[src/rtl/vram_arbiter.sv]
// Single-port page RAM shared between ULA video fetches and the Z80 bus.
// Video has absolute priority; CPU writes are posted through a one-entry buffer.
module vram_arbiter #(
   parameter int AW        = 17,
   parameter int PAGE_SCR0 = 5,
   parameter int PAGE_SCR1 = 7
) (
   input  logic          clock,
   input  logic          reset,
   input  logic          bank_sel,
   input  logic          vid_req,
   input  logic [12:0]   vid_addr,
   output logic [7:0]    vid_data,
   output logic          vid_valid,
   input  logic          cpu_req,
   input  logic          cpu_we,
   input  logic [AW-1:0] cpu_addr,
   input  logic [7:0]    cpu_wdata,
   output logic          cpu_ack,
   output logic [7:0]    cpu_rdata,
   output logic [AW-1:0] mem_addr,
   output logic [7:0]    mem_wdata,
   output logic          mem_we,
   input  logic [7:0]    mem_rdata
);

   localparam logic [AW-1:0] BASE0 = AW'(PAGE_SCR0 * 16384);
   localparam logic [AW-1:0] BASE1 = AW'(PAGE_SCR1 * 16384);

   logic          buf_full;
   logic [AW-1:0] buf_addr;
   logic [7:0]    buf_data;

   logic t1_vid, t2_vid;
   logic t1_cpu, t2_cpu;

   logic          cpu_busy;
   logic          cpu_live;
   logic          drain;
   logic          fwd_hit;
   logic          rd_go;
   logic          wr_go;
   logic [AW-1:0] vid_pa;

   // A CPU request is live only when no ack is showing and no read is in flight
   always_comb begin
      cpu_busy = t1_cpu | t2_cpu;
      cpu_live = cpu_req & ~cpu_ack & ~cpu_busy;
      drain    = buf_full & ~vid_req;
      fwd_hit  = cpu_live & ~cpu_we & buf_full & (cpu_addr == buf_addr);
      rd_go    = cpu_live & ~cpu_we & ~vid_req & ~buf_full;
      wr_go    = cpu_live & cpu_we & (~buf_full | drain);
      vid_pa   = (bank_sel ? BASE1 : BASE0) + AW'(vid_addr);
   end

   always_ff @(posedge clock or posedge reset) begin
      if (reset) begin
         buf_full  <= 1'b0;
         buf_addr  <= '0;
         buf_data  <= '0;
         t1_vid    <= 1'b0;
         t2_vid    <= 1'b0;
         t1_cpu    <= 1'b0;
         t2_cpu    <= 1'b0;
         mem_addr  <= '0;
         mem_wdata <= '0;
         mem_we    <= 1'b0;
         vid_data  <= '0;
         vid_valid <= 1'b0;
         cpu_ack   <= 1'b0;
         cpu_rdata <= '0;
      end else begin
         t1_vid <= vid_req;
         t2_vid <= t1_vid;
         t1_cpu <= rd_go;
         t2_cpu <= t1_cpu;

         mem_we <= 1'b0;
         priority case (1'b1)
            vid_req: mem_addr <= vid_pa;
            buf_full: begin
               mem_addr  <= buf_addr;
               mem_wdata <= buf_data;
               mem_we    <= 1'b1;
            end
            rd_go:   mem_addr <= cpu_addr;
            default: ;
         endcase

         // Accepting a write in the drain cycle refills the buffer at once
         if (wr_go) begin
            buf_full <= 1'b1;
            buf_addr <= cpu_addr;
            buf_data <= cpu_wdata;
         end else if (drain) begin
            buf_full <= 1'b0;
         end

         vid_valid <= t2_vid;
         if (t2_vid) vid_data <= mem_rdata;

         cpu_ack <= wr_go | fwd_hit | t2_cpu;
         if (fwd_hit)     cpu_rdata <= buf_data;
         else if (t2_cpu) cpu_rdata <= mem_rdata;
      end
   end

endmodule

[config.mk]
export PLATFORM = sky130hd
export DESIGN_NAME = vram_arbiter
export DESIGN_NICKNAME = d
export VERILOG_FILES = /design/src/rtl/vram_arbiter.sv
export SDC_FILE = /design/constraint.sdc
export NUM_CORES = 1
export LEC_CHECK = 0
export CORE_ASPECT_RATIO = 0.75
export CORE_UTILIZATION = 51
export DETAILED_ROUTE_END_ITERATION = 8
export PLACE_DENSITY = 0.85
export SYNTH_ARGS = -nofsm -noshare
export SYNTH_HDL_FRONTEND = slang
export SYNTH_SLANG_ARGS = --single-unit
export TNS_END_PERCENT = 5
[constraint.sdc]
create_clock -name clock -period 4.8 [get_ports clock]
set_input_delay 0.72 -clock clock [delete_from_list [all_inputs] [get_ports clock]]
set_output_delay 0.72 -clock clock [all_outputs]
set_load 0.01 [all_outputs]
; After elaboration in Yosys (flattened, before gate mapping)
; Index checks and enable logic that the tools add are counted.
; Widths: inputs -> output; s select.
[op_classes]
add_sub_neg = 1
n_eq_ne = 1
muxes = 10
bitwise_logic = 19
reduce_logical = 4
[op_table]
columns = operator, n
row1 = $mux 17, 3
row2 = $add 17x13->17, 1
row3 = $eq 17x17->1, 1
row4 = $mux 16, 1
row5 = $mux 8, 2
row6 = $and 1x1->1, 10
row7 = $not 1->1, 5
row8 = $mux 1, 4
row9 = $or 1x1->1, 4
row10 = $reduce_bool 2->1, 2
row11 = $reduce_bool 3->1, 1
row12 = $reduce_and 2->1, 1
[word_totals]
ff_bits = 74
input_bits = 52
out_inout_bits = 44

; Longest topological paths before layout
[depth]
ltp_word = 9
mapped_depth = 7

; Worst setup path before layout
; OpenSTA, ideal clock, no wires.
[synth_timing]
kind = in2reg
startpoint = input cpu_addr[8]
endpoint = register cpu_rdata[0]
arrival_ns = 2.067
required_time_ns = 4.675
setup_slack_ns = 2.608
stages = 6
cell_sequence = xor2_1 > nor4_1 > nand4_1 > or4_1 > buf_4 > mux2_4
[synth_between]
elab_chain_cells = 3
word_cells_on_any_way = 4
classes_between = eq/ne (1) / mux (1) / bitwise (1) / reduce/logical (1)
[synth_lines]
columns = item, line_no
row1 = from (decl), 17  ; input logic [AW-1:0] cpu_addr,
row2 = $eq 17x17->1 *, 50  ; fwd_hit = cpu_live & ~cpu_we & buf_full & (cpu_addr == buf_addr);
row3 = $and 1x1->1 *, 50
row4 = $mux 8 / $reduce_bool 2->1 (equally long branches), --
row5 = to (signal assigned), 103  ; if (fwd_hit) cpu_rdata <= buf_data;
row6 = to (signal assigned), 104  ; else if (t2_cpu) cpu_rdata <= mem_rdata;
row7 = to (decl), 20  ; output logic [7:0] cpu_rdata,
; Mark *: on every way between the ends. The rest lies on a longest branch, timed or not.
; A chain may end at the register's enable or synchronous reset.

; Worst setup path in the final report
[layout_timing]
startpoint = input cpu_req
endpoint = register cpu_rdata[2]
[layout_between]
elab_chain_cells = 6
word_cells_on_any_way = 7
classes_between = mux (1) / bitwise (5) / reduce/logical (1)
[layout_lines]
columns = item, line_no
row1 = from (decl), 15  ; input logic cpu_req,
row2 = $and 1x1->1 * (2 in a row), 48  ; cpu_live = cpu_req & ~cpu_ack & ~cpu_busy;
row3 = $and 1x1->1 * (3 in a row), 50
row4 = $mux 8 / $reduce_bool 2->1 (equally long branches), --
; Marked as above.

==> impl_metrics.toml <==
[run_status]
outcome = "completed"

[synthesis]
synth.top_cells.by_area = "dfrtp_1, mux2_2, mux2i_1"
synth_nets = 312
ys_ff_latch = 74
yosysTopAreaCellShare = 0.557
synth_ff_type = "dfrtp_1"
avgSynthCellArea_sq_um = 12.8
synthTopCellsByCount = "dfrtp_1, mux2_2, mux2i_1, nand2_1, nor2_1"
synth_cells = 260
yosys_warnings = 0
yosys.cell_types.count = 23
synth-edff-count = 0
synth_most_common_cell = "dfrtp_1"
synth-async-reset-ratio = 1.00
syn-cell-area_sq_um = 3320
yosys.area.top_type = "dfrtp_1"
ys_seq_area_frac = 0.557

[clocking]
cts_max_path_buffers = 2
cts_tree = "done"
post_cts_buffers = 0
htreeDepth = 3
postCtsResizedCells = 0
path_clk_slew_ns = 0.08
hold_buffers = 0
numCtsBuffers = 9
clockRootBuffer = "clkbuf_8"
numClockSinks = 74
clock_latency_ns = 0.35

[worst_hold_path]
min_path_cells = 0
hp-start = "t1_vid"
hold_class = "reg2reg"
whs_endpoint = "t2_vid"

[drt]
finalWirelength_um = 7270
wl_per_cell_um = 16.5
vias = 2275
drt_iter0_markers = 60
dr.pass1.iters = 4
vias_per_cell = 5.16
route.detailed.drc = 0
ant_nets = 0

[placed_design]
dpl_cell_area_sq_um = 4350
dp_hpwl_um = 5230
dpl.cell_count = 426
globalplace.congestion = 0.767
io_buffer_count = 95

[timing]
slew_headroom = 0.262
fin_setup_tns_ns = 0
tightest_slew_ns = 1.11
fin_crit_ns = 2.68
setup_violations = 0
hold_violations = 0
min_period_over_period = 0.558
max_freq_mhz = 374
rsz0062_at_grt = "false"
slew_viol_final = 0
skew_ns = 0.0102

[setup_path]
r2r-end = "buf_addr[4]"
r2r_slack_ns = 2.30
cp.arrival_ns = 2.90
critical_path_class = "in2reg"
cp.required_ns = 5.03
worst_r2r_path_depth = 4
critPathMaxFanout = 9
r2r-start = "buf_full"
start_kind = "primary input"
end_kind = "flop"

[cells_and_area]
fin_cells = 441
drive_above_1_share = 0.228
final_design_area_no_fill_sq_um = 4530
num_antenna_cells = 0
area_growth_pct = 36.2
nets = 408
final_core_util = 0.720

[grt]
grt_pass1_wl_um = 11500
gr-total-overflow = 0
grt_pass1_vias = 2256
antenna_found_initial = 0
track_usage = 0.230
grt_max_degree = 40

[power_and_ir_drop]
powerDensity_nw_per_um2 = 430
p_leak_nw = 1.90
ir_drop_mv = 0.315
power_mw = 1.94

[floorplanning]
io_pins = 96
initial_core_util = 0.529
die_w_um = 95.2
dieHeight_um = 71.9
die_area_sq_um = 6850
design.core.area_sq_um = 6290
rows = 25

[run]
maxCapViolations = 0
worst max path at each step:
stage,startpoint,cells past startpoint,endpoint,slack (ns)
2_1_floorplan,reset,1,buf_addr[0],2.20
3_3_place_gp,cpu_addr[8],6,cpu_rdata[0],1.84
3_5_place_dp,cpu_req,6,cpu_rdata[2],1.79
4_1_cts,cpu_req,6,cpu_rdata[2],2.14
5_1_grt,cpu_req,6,cpu_rdata[2],2.01
6_report,cpu_req,6,cpu_rdata[2],2.12
worst max-delay path, cell delays in order:
cell	delay, ns
clkdlybuf4s50_1	0.47
nor4b_4	0.28
and2b_1	0.22
nand4_1	0.09
or4_1	0.72
mux2_4	0.39
area by class of cell:
cell class | count | area [sq um]
clock buffer | 11 | 151
clock inverter | 4 | 27.5
fill | 436 | 1760
inverter | 2 | 7.51
multi-input combinational | 170 | 1410
sequential | 74 | 1850
tap | 81 | 101
timing repair buffer | 99 | 981
kinds of logic (layout without fill, tap and decap cells):
group | Yosys count | count (layout) | share of synthesized area
xor gates and xnor gates | 17 | 17 | 0.0448
buffers and inverters | 16 | 116 | 0.0211
AOI/OAI and AO/OA | 28 | 28 | 0.0422
and+or+nand+nor | 48 | 48 | 0.0715
muxes | 77 | 77 | 0.263
DFF | 74 | 74 | 0.557
per-layer routing:
metal / share of wire / track usage / wire (um)
met1: 0.49 / 0.350 / 3590
met2: 0.45 / 0.319 / 3250
met3: 0.047 / 0.0566 / 343
met4: 0.011 / 0.0825 / 79
met5: 0 / 0 / 0
report_power, final:
group | switching (mW) | internal, mW | total (mW)
clock network | 0.225 | 0.212 | 0.437
logic | 0.217 | 0.391 | 0.608
registers | 0.120 | 0.780 | 0.900
total | 0.562 | 1.38 | 1.94
state kept, by name, summed over array words and instances (netlist names):
| name | flops |
|---|---|
| t2_cpu | 1 |
| buf_addr | 17 |
| buf_data | 8 |
| mem_wdata | 8 |
| cpu_rdata | 8 |
| mem_addr | 17 |
| vid_valid | 1 |
| t1_vid | 1 |
| cpu_ack | 1 |
| t2_vid | 1 |
| buf_full | 1 |
| mem_we | 1 |
| t1_cpu | 1 |
| vid_data | 8 |
metrics by stage:
step / hold WS, ns / setup WS [ns]
after global routing: 0.377 / 2.01
after detailed placement: 0.359 / 1.79
after floorplan: 0.331 / 2.20
after global placement: 0.333 / 1.84
final: 0.370 / 2.12
after CTS: 0.376 / 2.14
cell usage in the layout (no fill, tap or decap), drive strengths merged, types with 11 or more instances in the layout:
master	count
nor2	15
a21oi	14
dfrtp	74
nand2	17
mux2i	17
clkdlybuf4s50	95
xnor2	13
clkbuf	11
o21ai	14
mux2	60
No activity file was read; power rests on OpenSTA's default activity.
